==> src/rtl/game_screen_controller.sv <==
// Game phase sequencer for the hole-in-the-wall display: lives, score, wall launch
// pulses, and a frame-aligned pixel mux over the title/gameplay/game-over streams.
module game_screen_controller #(
  parameter int START_LIVES       = 3,
  parameter int WALL_PAUSE_FRAMES = 60,
  parameter int GAMEOVER_FRAMES   = 300,
  parameter int SCORE_WIDTH       = 8
) (
  input  logic                   clk_in,
  input  logic                   rst_in,
  input  logic                   new_frame_in,
  input  logic                   start_btn_in,
  input  logic                   wall_passed_in,
  input  logic                   wall_hit_in,
  input  logic [23:0]            title_pixel_in,
  input  logic [23:0]            game_pixel_in,
  input  logic [23:0]            game_over_pixel_in,
  output logic [23:0]            pixel_out,
  output logic [1:0]             state_out,
  output logic [2:0]             lives_out,
  output logic [SCORE_WIDTH-1:0] score_out,
  output logic                   wall_start_out
);

  localparam logic [1:0] S_IDLE      = 2'd0;
  localparam logic [1:0] S_PLAYING   = 2'd1;
  localparam logic [1:0] S_PAUSE     = 2'd2;
  localparam logic [1:0] S_GAME_OVER = 2'd3;

  localparam int MAX_FRAMES = (WALL_PAUSE_FRAMES > GAMEOVER_FRAMES) ?
                              WALL_PAUSE_FRAMES : GAMEOVER_FRAMES;
  localparam int CNT_W = $clog2(MAX_FRAMES + 1);
  localparam logic [CNT_W-1:0] PAUSE_LAST = CNT_W'(WALL_PAUSE_FRAMES - 1);
  localparam logic [CNT_W-1:0] OVER_LAST  = CNT_W'(GAMEOVER_FRAMES - 1);

  logic [1:0]             state_q, state_d;
  logic [1:0]             display_sel_q, display_sel_d;
  logic [2:0]             lives_q, lives_d;
  logic [SCORE_WIDTH-1:0] score_q, score_d;
  logic [CNT_W-1:0]       frame_cnt_q, frame_cnt_d;
  logic                   wall_start_q, wall_start_d;
  logic [23:0]            pixel_q, pixel_d;
  logic                   start_prev_q;
  logic                   start_edge;

  assign start_edge = start_btn_in & ~start_prev_q;

  // NOTE: every variable gets a default before the case so no path infers a latch.
  always_comb begin
    state_d      = state_q;
    lives_d      = lives_q;
    score_d      = score_q;
    frame_cnt_d  = frame_cnt_q;
    wall_start_d = 1'b0;
    case (state_q)
      S_IDLE: begin
        if (start_edge) begin
          state_d      = S_PLAYING;
          lives_d      = 3'(START_LIVES);
          score_d      = '0;
          frame_cnt_d  = '0;
          wall_start_d = 1'b1;
        end
      end
      S_PLAYING: begin
        // A simultaneous hit and pass counts as a hit only.
        if (wall_hit_in) begin
          lives_d     = lives_q - 3'd1;
          state_d     = (lives_q == 3'd1) ? S_GAME_OVER : S_PAUSE;
          frame_cnt_d = '0;
        end else if (wall_passed_in) begin
          if (score_q != '1) score_d = score_q + SCORE_WIDTH'(1);
          state_d     = S_PAUSE;
          frame_cnt_d = '0;
        end
      end
      S_PAUSE: begin
        if (new_frame_in) begin
          if (frame_cnt_q == PAUSE_LAST) begin
            state_d      = S_PLAYING;
            frame_cnt_d  = '0;
            wall_start_d = 1'b1;
          end else begin
            frame_cnt_d = frame_cnt_q + CNT_W'(1);
          end
        end
      end
      default: begin
        if (new_frame_in) begin
          if (frame_cnt_q == OVER_LAST) begin
            state_d     = S_IDLE;
            frame_cnt_d = '0;
          end else begin
            frame_cnt_d = frame_cnt_q + CNT_W'(1);
          end
        end
      end
    endcase
  end

  // Screen choice only moves at frame boundaries so a frame never mixes screens.
  always_comb begin
    display_sel_d = new_frame_in ? state_q : display_sel_q;
    case (display_sel_q)
      S_IDLE:      pixel_d = title_pixel_in;
      S_GAME_OVER: pixel_d = game_over_pixel_in;
      default:     pixel_d = game_pixel_in;
    endcase
  end

  // NOTE: sequential state uses non-blocking assignments so all registers update together.
  always_ff @(posedge clk_in) begin
    if (rst_in) begin
      state_q       <= S_IDLE;
      display_sel_q <= S_IDLE;
      lives_q       <= '0;
      score_q       <= '0;
      frame_cnt_q   <= '0;
      wall_start_q  <= 1'b0;
      pixel_q       <= '0;
      start_prev_q  <= 1'b1;  // a button held through reset must not start a game
    end else begin
      state_q       <= state_d;
      display_sel_q <= display_sel_d;
      lives_q       <= lives_d;
      score_q       <= score_d;
      frame_cnt_q   <= frame_cnt_d;
      wall_start_q  <= wall_start_d;
      pixel_q       <= pixel_d;
      start_prev_q  <= start_btn_in;
    end
  end

  assign pixel_out      = pixel_q;
  assign state_out      = state_q;
  assign lives_out      = lives_q;
  assign score_out      = score_q;
  assign wall_start_out = wall_start_q;

endmodule

==> config.mk <==
export PLATFORM = sky130hd
export DESIGN_NAME = game_screen_controller
export DESIGN_NICKNAME = d
export VERILOG_FILES = /design/src/rtl/game_screen_controller.sv
export SDC_FILE = /design/constraint.sdc
export NUM_CORES = 1
export LEC_CHECK = 0
export ABC_AREA = 1
export CORE_UTILIZATION = 30
export CTS_BUF_LIST = sky130_fd_sc_hd__clkbuf_16
export DETAILED_ROUTE_END_ITERATION = 12
export SLEW_MARGIN = 20
export SYNTH_ARGS = -nofsm -noshare
export SYNTH_HDL_FRONTEND = slang
export SYNTH_SLANG_ARGS = --single-unit
==> constraint.sdc <==
create_clock -name clk_in -period 3.5 [get_ports clk_in]
set_clock_uncertainty 0.15 [all_clocks]
set_input_delay 0.35 -clock clk_in [delete_from_list [all_inputs] [get_ports clk_in]]
set_output_delay 0.35 -clock clk_in [all_outputs]
set_load 0.01 [all_outputs]
==> results of run 1 <==
worst max path at each step:
| stage | startpoint | depth (start not counted) | end | slack [ns] |
|---|---|---|---|---|
| after floorplan | score_out[0]$_SDFFE_PP0P_ | 9 | score_out[0]$_SDFFE_PP0P_ | 1.78 |
| after global placement | rst_in | 5 | pixel_out[20]$_SDFF_PP0_ | 1.47 |
| after detailed placement | rst_in | 5 | pixel_out[7]$_SDFF_PP0_ | 1.39 |
| after CTS | display_sel_q[0]$_SDFFE_PP0P_ | 6 | pixel_out[7]$_SDFF_PP0_ | 1.48 |
| after global routing | display_sel_q[0]$_SDFFE_PP0P_ | 6 | pixel_out[1]$_SDFF_PP0_ | 1.33 |
| final | display_sel_q[0]$_SDFFE_PP0P_ | 6 | pixel_out[7]$_SDFF_PP0_ | 1.49 |
logic make-up after synthesis:
kind of cell | count (synthesis) | synth area share, %
AND/OR/NAND/NOR | 140 | 25.9
AO/OA/AOI/OAI | 92 | 20.2
flip-flops | 50 | 42.1
buffers and inverters | 41 | 6.64
adder cells (fa/ha/maj) | 6 | 3.16
XOR/XNOR | 4 | 1.48
multiplexers | 1 | 0.422
registers in the layout (all words and copies together), names as in the netlist:
| register | cells |
|---|---|
| score_out | 8 |
| state_out | 2 |
| display_sel_q | 2 |
| start_prev_q | 1 |
| pixel_out | 24 |
| frame_cnt_q | 9 |
| wall_start_out | 1 |
| lives_out | 3 |
critical path, cell delays in order (launching register included):
cell     delay (ns)
dfxtp_1        0.34
inv_1          0.06
ha_1           0.28
buf_4          0.23
inv_1          0.53
o21ai_0        0.16
a21oi_1        0.17
cell usage after synthesis (6+ instances only):
master and instances:
nor2_1 33, clkbuf_1 12, nand4_1 7, dfxtp_1 50
nand3_1 15, ha_1 6, o21ai_0 28, inv_1 25
nand2_1 72, a21oi_1 60
layer usage:
| metal | GRT usage (%) | routed length, µm |
|---|---|---|
| met1 | 22.2 | 3330 |
| met3 | 3.18 | 255 |
| met5 | 0 | 0 |
| met4 | 2.78 | 55 |
| met2 | 30.4 | 3620 |
metrics by stage:
stage,cells,power [mW],util (%),hold slack [ns]
global placement,540,1.47,47.1,0.322
floorplan,334,1.13,-,0.269
global route,548,2.07,48.9,0.390
finish,548,1.93,48.9,0.351
CTS,548,1.94,48.9,0.349
detailed placement,540,1.48,47.1,0.334
power groups by stage:
stage	combinational, mW	clock (mW)	sequential, mW
CTS	0.741	0.477	0.725
detailed placement	0.737	0	0.738
finish	0.737	0.467	0.724
floorplan	0.368	0	0.764
global route	0.824	0.511	0.738
global placement	0.734	0	0.735
final cells by class:
| type | instances | share of cell area [%] |
|---|---|---|
| clock buffer | 5 | 3.33 |
| clock inverter | 3 | 0.333 |
| inverter | 28 | 2.86 |
| multi-input combinational | 243 | 32.4 |
| sequential | 50 | 26.6 |
| tap | 102 | 3.40 |
| timing repair buffer | 117 | 31.0 |
==> impl_table.tex, run 1 <==
\begin{tabular}{lr}
\hline
Metric & Value \\
\hline
\multicolumn{2}{l}{\textbf{Synthesis}} \\
Post-synth top area cell & dfxtp\_1 \\
Synthesized instance count & $\sim$330 \\
Synth unique cells & 29 \\
Number of enable flip-flop cells after synthesis & 0 \\
Count of warnings emitted by yosys & 0 \\
Top cells by area, synth & dfxtp\_1 (42\%), a21oi\_1 (13\%), nand2\_1 (11\%) \\
Share of synthesized registers carrying an async set or reset & 0\% \\
Main flop type after synthesis & dfxtp\_1 \\
Cell area after synthesis & 2370 µm² \\
Number of nets produced by synthesis & 418 \\
Average cell area after synthesis & 7.11 µm² \\
FF+latch count, synth & 50 \\
Sequential-to-total area share from yosys stat & 42.1\% \\
Area share of the largest cell type after synthesis & 42.1\% \\
\multicolumn{2}{l}{\textbf{Cells and area}} \\
Antenna cells & 0 \\
Synth-to-layout area growth & 58.2\% \\
Area of the multi-input gates & 1220 µm² \\
Share of layout cells above drive strength 1 & $\sim$4.9\% \\
Fill cell instance count of the final layout & 791 \\
Final std cell area, no fill & 3760 µm² \\
Register area & roughly 1000 µm² \\
Leading cell type in the layout, fill and taps excluded & clkdlybuf4s50\_1 \\
Most used cells in the layout excluding fill and tap cells & clkdlybuf4s50\_1 (115), nand2\_1 (72), a21oi\_1 (60), dfxtp\_1 (50), nor2\_1 (33) \\
Layout Nets & 529 \\
\multicolumn{2}{l}{\textbf{Global routing}} \\
Total congestion overflow & 0 \\
Maximum number of pins on one net before global-route repair & 31 \\
Initial antenna violation count & 0 \\
Number of global-route vias before repair & 2,363 \\
GRT Overall Usage & between 10\% and 20\% \\
Wire length of the first global-routing pass & 11,600 µm \\
\multicolumn{2}{l}{\textbf{Detailed routing}} \\
Post-route DRC & 0 \\
DRT Pass-1 Iters & 4 \\
Via total after detailed routing & 2,508 \\
Count of antenna-violating nets left after detailed routing & 0 \\
Vias per std cell & 4.58 \\
DR iter-0 viols & between 100 and 150 \\
Final wirelength & 7260 µm \\
WL/cell & 13.2 µm \\
\multicolumn{2}{l}{\textbf{CTS}} \\
Bufs on Longest Clock Path & 2 \\
Clock root buffer & clkbuf\_16 \\
Worst-path clk slew & 0.07 ns \\
Clock insertion delay at the later pin of the skew report & 0.28 ns \\
Number of gates resized after cts & 0 \\
CTS HTree Levels & 2 \\
Number of buffers added by the clock tree synthesis step & 5 \\
Count of buffers added by post-CTS timing repair for setup & 0 \\
Hold Buf Count CTS & 0 \\
Clock tree from TritonCTS & done \\
Total clock sinks & 50 \\
\multicolumn{2}{l}{\textbf{Min path}} \\
Worst min-delay path startpoint & frame\_cnt\_q[0]\$\_SDFFE\_PP0P\_ \\
Hold WC Path Type & register to register \\
End point of the worst hold path & frame\_cnt\_q[0]\$\_SDFFE\_PP0P\_ \\
Number of instances on the worst hold path & 2 \\
\multicolumn{2}{l}{\textbf{Placed design}} \\
HPWL after detailed placement & 5190 µm \\
Number of port buffers & 115 \\
Placed inst area & 3620 µm² \\
Gp weighted congestion & roughly 0.80 \\
Pre-CTS WS & 1.39 ns \\
\multicolumn{2}{l}{\textbf{STA}} \\
Normalized max-slew margin & 31.3\% \\
Count of final hold-check violations & 0 \\
Unrepaired setup endpoints after global routing & false \\
Fin. max-slew vios & 0 \\
Portion of the clock cycle consumed by the worst path in the final layout & 57.3\% \\
Highest attainable clock frequency & about 0.5 GHz \\
Clock period minus worst slack & 2.01 ns \\
Summed negative setup slack over all endpoints & 0 ns \\
Final Worst Setup Slack & between 1 and 1.5 ns \\
Transition time at the pin with the least slew margin & 1.03 ns \\
Final setup vio count & 0 \\
\multicolumn{2}{l}{\textbf{Run}} \\
\# Max-Cap Violations & 0 \\
\multicolumn{2}{l}{\textbf{Setup path}} \\
Highest fanout seen on the critical path & 25 \\
Cell depth of the worst flop-to-flop path & 6 \\
Critical setup path kind & register to register \\
Worst reg2reg setup slack & 1.49 ns \\
Required time reported for the critical path endpoint & roughly 3.6 ns \\
FF-to-FF Start & display\_sel\_q[0]\$\_SDFFE\_PP0P\_ \\
Capture point of the worst reg-to-reg path & pixel\_out[7]\$\_SDFF\_PP0\_ \\
Critical Path End Type & register \\
Data arrival time of the critical path & slightly above 2 ns \\
Crit start category & register \\
\multicolumn{2}{l}{\textbf{Power}} \\
Sequential power share & 37.6\% \\
Clock power share & about a quarter \\
Net switching fraction of the power & 34.3\% \\
Cell Int Power & around 1.3 mW \\
Max IR drop VDD & about 0.31 mV \\
Switching power total & 0.661 mW \\
Leakage dissipation & 1.49 nW \\
Part of the total power dissipated in combinational logic & 38.2\% \\
Power per cell area & 513 nW/µm² \\
\multicolumn{2}{l}{\textbf{Floorplan}} \\
Initial core utilization & 30.9\% \\
Row cnt & 32 \\
Die width & 91.0 µm \\
IO Count & 116 \\
CORE AREA & roughly 7700 µm² \\
Vertical die dimension & 91.0 µm \\
Floorplan die area & 8280 µm² \\
\multicolumn{2}{l}{\textbf{Outcome}} \\
Status & finished, final reports clean \\
\hline
\end{tabular}
(Power assumes the default switching activity.)
==> inputs of run 2 (changes only) <==
Clock period 3.5 ns to 1.8 ns, I/O delays scaled along.
==> impl_table.tex, run 2 (synthesis results as in run 1) <==
\begin{tabular}{lr}
\hline
Metric & Value \\
\hline
\multicolumn{2}{l}{\textbf{Floorplan}} \\
Floorplan die area & 8280 µm² (unchanged) \\
Vertical die dimension & 91.0 µm (unchanged) \\
CORE AREA & 7690 µm² (unchanged) \\
Initial core utilization & 30.9\% (unchanged) \\
Die width & 91.0 µm (unchanged) \\
Row cnt & 32 (unchanged) \\
IO Count & 116 (unchanged) \\
\multicolumn{2}{l}{\textbf{STA}} \\
Highest attainable clock frequency & 0.593 GHz (+19\%) \\
Normalized max-slew margin & 77.7\% (+46 points) \\
Count of final hold-check violations & 0 (unchanged) \\
Fin. max-slew vios & 0 (unchanged) \\
Portion of the clock cycle consumed by the worst path in the final layout & 93.7\% (+36 points) \\
Summed negative setup slack over all endpoints & 0 ns (unchanged) \\
Transition time at the pin with the least slew margin & 0.333 ns (-0.698 ns) \\
Final setup vio count & 0 (unchanged) \\
Final Worst Setup Slack & 0.114 ns (-1.38 ns) \\
Clock period minus worst slack & 1.69 ns (-0.320 ns) \\
\multicolumn{2}{l}{\textbf{Cells and area}} \\
Core Util, Final & 50.7\% (+1.9 points) \\
Final std cell area, no fill & 3900 µm² (+3.9\%) \\
Leading cell type in the layout, fill and taps excluded & clkdlybuf4s50\_1 \\
Number of flip-flops in the largest register & 24 (unchanged) \\
Layout Nets & 540 (+2.1\%) \\
Most used cells in the layout excluding fill and tap cells & clkdlybuf4s50\_1 (115), nand2\_1 (72), a21oi\_1 (60), dfxtp\_1 (50), nor2\_1 (31) \\
Synth-to-layout area growth & 64.3\% \\
Antenna cells & 0 (unchanged) \\
Share of layout cells above drive strength 1 & 8.10\% (+3.2 points) \\
\multicolumn{2}{l}{\textbf{CTS}} \\
Clock root buffer & clkbuf\_16 \\
Worst-path clk slew & 0.07 ns (about the same) \\
Total clock sinks & 50 (unchanged) \\
CTS HTree Levels & 2 (unchanged) \\
Hold Buf Count CTS & 0 (unchanged) \\
Number of buffers added by the clock tree synthesis step & 5 (unchanged) \\
Clock tree from TritonCTS & done \\
Clock insertion delay at the later pin of the skew report & 0.29 ns (about the same) \\
Bufs on Longest Clock Path & 2 (unchanged) \\
\multicolumn{2}{l}{\textbf{Placed design}} \\
HPWL after detailed placement & 5200 µm (+0.34\%) \\
Number of port buffers & 115 (unchanged) \\
Pre-CTS WS & -0.0111 ns (-1.41 ns) \\
Gp weighted congestion & 0.813 (+1.5\%) \\
Placed inst area & 3730 µm² (+3.0\%) \\
\multicolumn{2}{l}{\textbf{Detailed routing}} \\
DR iter-0 viols & 85 (-24\%) \\
Post-route DRC & 0 (unchanged) \\
Vias per std cell & 4.68 (+2.2\%) \\
Via total after detailed routing & 2,615 (+4.3\%) \\
DRT Pass-1 Iters & 4 (unchanged) \\
WL/cell & 13.1 µm (-1.2\%) \\
Count of antenna-violating nets left after detailed routing & 0 (unchanged) \\
Final wirelength & 7320 µm (+0.77\%) \\
\multicolumn{2}{l}{\textbf{Power}} \\
Max IR drop VDD & 0.422 mV (+38\%) \\
Power per cell area & 1030 nW/µm² (+100\%) \\
Leakage dissipation & 1.57 nW (+5.3\%) \\
\multicolumn{2}{l}{\textbf{Min path}} \\
Worst min-delay path startpoint & title\_pixel\_in[8] \\
Hold WC Path Type & input port to register \\
\multicolumn{2}{l}{\textbf{Outcome}} \\
Status & finished, final reports clean \\
\multicolumn{2}{l}{\textbf{Global routing}} \\
Wire length of the first global-routing pass & 11,800 µm (+1.7\%) \\
Number of global-route vias before repair & 2,440 (+3.3\%) \\
Total congestion overflow & 0 (unchanged) \\
Maximum number of pins on one net before global-route repair & 35 (+13\%) \\
GRT Overall Usage & 17.8\% (+0.50 points) \\
Initial antenna violation count & 0 (unchanged) \\
\multicolumn{2}{l}{\textbf{Setup path}} \\
Startpoint of the worst setup timing path & score\_out[1]\$\_SDFFE\_PP0P\_ \\
Data arrival time of the critical path & 1.72 ns (-0.34 ns) \\
Required time reported for the critical path endpoint & 1.84 ns (-1.72 ns) \\
Highest fanout seen on the critical path & 8 (-68\%) \\
Critical setup path kind & register to register \\
Crit start category & register \\
FF-to-FF Start & score\_out[1]\$\_SDFFE\_PP0P\_ \\
Critical Path End Type & register \\
\multicolumn{2}{l}{\textbf{Run}} \\
\# Max-Cap Violations & 0 (unchanged) \\
\hline
\end{tabular}
run 2: area by class of cell:
| cell class | count | area (µm²) |
|---|---|---|
| Fill cell | 778 | 3790 |
| Sequential cell | 50 | 1000 |
| Multi-Input combinational cell | 243 | 1230 |
| Tap cell | 102 | 128 |
| Inverter | 28 | 108 |
| Timing Repair Buffer | 128 | 1270 |
| Clock inverter | 3 | 40.0 |
| Clock buffer | 5 | 125 |
run 2: through the flow:
step / power [mW] / std cells / hold WS [ns]
floorplan: 2.20 / 334 / 0.0991
global placement: 2.94 / 551 / 0.334
detailed placement: 2.96 / 551 / 0.329
CTS: 4.05 / 559 / 0.275
global route: 4.28 / 559 / 0.296
finish: 4.01 / 559 / 0.283
run 2: repair_timing:
action                                 4_1_cts  5_1_grt
setup buffers                                0        0
resized for setup                            0        4
endpoints found under the hold margin        0        0
setup endpoints to repair                    0       12
run 2: worst max-delay path, stage by stage (launching register included):
cell	delay, ns
dfxtp_1	0.34
ha_1	0.19
nand2_1	0.09
nor2_2	0.14
nand3_1	0.09
or2_4	0.26
nand2_4	0.12
inv_4	0.07
nor2_1	0.08
nor2_1	0.05
run 2: final timing paths:
path | end | slack, ns | cells past startpoint
setup / recovery | score_out[0]$_SDFFE_PP0P_ | 0.11 | 9
hold / removal | pixel_out[8]$_SDFF_PP0_ | 0.28 | 3
setup reg to reg | score_out[0]$_SDFFE_PP0P_ | 0.11 | 9
hold reg to reg | display_sel_q[0]$_SDFFE_PP0P_ | 0.34 | 2
run 2: power by group:
group | switching [mW] | internal, mW | leakage (nW)
clock network | 0.422 | 0.651 | 0.0836
logic | 0.805 | 0.751 | 1.07
registers | 0.0978 | 1.28 | 0.411
total | 1.32 | 2.68 | 1.57
run 2: routing by layer:
| layer | GRT usage (%) | share of wire [%] |
|---|---|---|
| met5 | 0 | 0 |
| met4 | 5.29 | 1.4 |
| met3 | 2.60 | 3.7 |
| met2 | 30.6 | 50 |
| met1 | 22.9 | 45 |
==> inputs of run 3 (changes only) <==
Settings changed: PLACE_DENSITY_LB_ADDON set to 0.12.
==> impl_table.tex, run 3 (synthesis results as in run 1) <==
\begin{tabular}{lr}
\hline
Metric & Value \\
\hline
\multicolumn{2}{l}{\textbf{Min path}} \\
Worst min-delay path startpoint & title\_pixel\_in[11] \\
End point of the worst hold path & pixel\_out[11]\$\_SDFF\_PP0\_ \\
Number of instances on the worst hold path & 3 (unchanged) \\
Hold WC Path Type & input port to register \\
\multicolumn{2}{l}{\textbf{Power}} \\
Max IR drop VDD & 0.465 mV (+10\%) \\
Leakage dissipation & 1.57 nW (+0.26\%) \\
Final Power & 3.85 mW (-3.9\%) \\
Power per cell area & 987 nW/µm² (-3.9\%) \\
\multicolumn{2}{l}{\textbf{Detailed routing}} \\
DRT Pass-1 Iters & 4 (unchanged) \\
WL/cell & 13.0 µm (-0.63\%) \\
DR iter-0 viols & 90 (+5.9\%) \\
Count of antenna-violating nets left after detailed routing & 0 (unchanged) \\
Vias per std cell & 4.69 (+0.31\%) \\
Post-route DRC & 0 (unchanged) \\
Final wirelength & 7320 µm (about the same) \\
Via total after detailed routing & 2,642 (+1.0\%) \\
\multicolumn{2}{l}{\textbf{Setup path}} \\
Data arrival time of the critical path & 1.72 ns (about the same) \\
Capture point of the worst reg-to-reg path & score\_out[1]\$\_SDFFE\_PP0P\_ \\
Buffers \& Inverters on Critical Path & 1 (unchanged) \\
Cell with the largest stage delay on the worst path & dfxtp\_2 \\
Worst reg2reg setup slack & 0.12 ns (about the same) \\
Delay of the slowest critical-path stage & 0.35 ns (about the same) \\
CP delay by family, top & simple AND/OR/NAND/NOR gates \\
Crit start category & register \\
Critical Path End Type & register \\
FF-to-FF Start & score\_out[1]\$\_SDFFE\_PP0P\_ \\
Cell chain of the critical path & ha\_2, nand2\_1, nor2\_2, nand3\_1, or2\_4, nand2\_4, inv\_4, nor2\_1, nor2\_1 \\
Cell depth of the worst flop-to-flop path & 9 (unchanged) \\
Critical setup path kind & register to register \\
Highest fanout seen on the critical path & 8 (unchanged) \\
Most used cell along the critical path & nor2\_1 \\
Required time reported for the critical path endpoint & 1.84 ns (about the same) \\
Startpoint of the worst setup timing path & score\_out[1]\$\_SDFFE\_PP0P\_ \\
\multicolumn{2}{l}{\textbf{Cells and area}} \\
Core Util, Final & 50.8\% (about the same) \\
Most used cells in the layout excluding fill and tap cells & clkdlybuf4s50\_1 (115), nand2\_1 (72), a21oi\_1 (60), dfxtp\_1 (47), nor2\_1 (32) \\
Synth-to-layout area growth & 64.3\% (about the same) \\
Area of the multi-input gates & 1220 µm² (-0.41\%) \\
Register area & 1000 µm² (+0.37\%) \\
Antenna cells & 0 (unchanged) \\
Number of standard cells in the layout, taps in and fillers out & 563 (+0.72\%) \\
Number of flip-flops in the largest register & 24 (unchanged) \\
Fill cell instance count of the final layout & 794 (+2.1\%) \\
Leading cell type in the layout, fill and taps excluded & clkdlybuf4s50\_1 \\
Layout Nets & 544 (+0.74\%) \\
Final std cell area, no fill & 3900 µm² (about the same) \\
Share of layout cells above drive strength 1 & 9.11\% (+1.0 points) \\
\multicolumn{2}{l}{\textbf{Floorplan}} \\
Initial core utilization & 30.9\% (unchanged) \\
Vertical die dimension & 91.0 µm (unchanged) \\
Row cnt & 32 (unchanged) \\
IO Count & 116 (unchanged) \\
Die width & 91.0 µm (unchanged) \\
Floorplan die area & 8280 µm² (unchanged) \\
CORE AREA & 7690 µm² (unchanged) \\
\multicolumn{2}{l}{\textbf{STA}} \\
Transition time at the pin with the least slew margin & 0.307 ns (-0.0256 ns) \\
Highest attainable clock frequency & 0.595 GHz (+0.35\%) \\
Fin. max-slew vios & 0 (unchanged) \\
Final setup vio count & 0 (unchanged) \\
Unrepaired setup endpoints after global routing & true \\
Normalized max-slew margin & 79.4\% (+1.7 points) \\
Final-layout worst hold slack & 0.294 ns (+0.0106 ns) \\
Clock period minus worst slack & 1.68 ns (-0.00587 ns) \\
Portion of the clock cycle consumed by the worst path in the final layout & 93.4\% (-0.33 points) \\
Count of final hold-check violations & 0 (unchanged) \\
\multicolumn{2}{l}{\textbf{CTS}} \\
Clock tree from TritonCTS & done \\
Total clock sinks & 50 (unchanged) \\
CTS HTree Levels & 2 (unchanged) \\
Clock insertion delay at the later pin of the skew report & 0.29 ns (about the same) \\
Number of buffers added by the clock tree synthesis step & 5 (unchanged) \\
Bufs on Longest Clock Path & 2 (unchanged) \\
Worst-path clk slew & 0.07 ns (about the same) \\
Clock root buffer & clkbuf\_16 \\
\multicolumn{2}{l}{\textbf{Outcome}} \\
Status & finished, final reports clean \\
\multicolumn{2}{l}{\textbf{Global routing}} \\
Maximum number of pins on one net before global-route repair & 39 (+11\%) \\
GRT Overall Usage & 17.7\% (-0.095 points) \\
Number of global-route vias before repair & 2,360 (-3.3\%) \\
Wire length of the first global-routing pass & 11,800 µm (-0.24\%) \\
Total congestion overflow & 0 (unchanged) \\
Initial antenna violation count & 0 (unchanged) \\
\multicolumn{2}{l}{\textbf{Placed design}} \\
Gp weighted congestion & 0.838 (+3.1\%) \\
Placed inst area & 3760 µm² (+0.81\%) \\
Cell count after placement & 555 (+0.73\%) \\
HPWL after detailed placement & 5240 µm (+0.69\%) \\
Number of port buffers & 115 (unchanged) \\
\multicolumn{2}{l}{\textbf{Run}} \\
\# Max-Cap Violations & 0 (unchanged) \\
\hline
\end{tabular}
==> run 3: tightest hold or removal path, delay by kind of cell <==
kind / cells / cell delay, ns
buf+inv: 1 / 0.40
simple gates: 1 / 0.06
compound gates: 1 / 0.05
==> run 3: power by group <==
| part | leakage, nW | switching, mW | total, mW | internal [mW] |
|---|---|---|---|---|
| Sequential | 0.412 | 0.111 | 1.40 | 1.29 |
| Clock | 0.0724 | 0.413 | 0.917 | 0.504 |
| Combinational | 1.09 | 0.774 | 1.54 | 0.763 |
==> run 3: worst max-delay path by stage <==
stage | to | slack (ns) | cells after the start
3_3_place_gp | score_out[0]$_SDFFE_PP0P_ | 0.07 | 9
3_5_place_dp | frame_cnt_q[3]$_SDFFE_PP0P_ | 0.04 | 8
6_report | score_out[1]$_SDFFE_PP0P_ | 0.12 | 9
5_1_grt | frame_cnt_q[4]$_SDFFE_PP0P_ | -0.008 | 8
4_1_cts | score_out[1]$_SDFFE_PP0P_ | 0.04 | 9
2_1_floorplan | score_out[0]$_SDFFE_PP0P_ | 0.08 | 9
==> run 3: metal layers <==
layer | global-route usage (%) | vias up | part of all wire [%]
li1 | - | 1360 | -
met1 | 22.0 | 1213 | 44
met2 | 31.2 | 63 | 51
met3 | 3.10 | 6 | 3.9
met4 | 4.76 | 0 | 0.94
met5 | 0 | - | 0
==> run 3: cell type report <==
cell class	instances	area share [%]
Multi-Input combinational cell	243	31.3
Clock buffer	5	3.21
Inverter	28	2.76
Sequential cell	50	25.7
Tap cell	102	3.27
Clock inverter	3	0.321
Timing Repair Buffer	132	33.4
==> run 3: what timing repair did <==
action | in CTS | in global routing
hold buffers | 0 | 0
setup endpoints to repair | 0 | 14
gates resized for setup | 0 | 5
setup buffers | 0 | 0
==> run 3: stage by stage <==
step           setup TNS [ns]  setup WS [ns]
2_1_floorplan               0         0.0799
3_3_place_gp                0         0.0677
3_5_place_dp                0         0.0384
4_1_cts                     0         0.0428
5_1_grt               -0.0195       -0.00803
6_report                    0          0.120
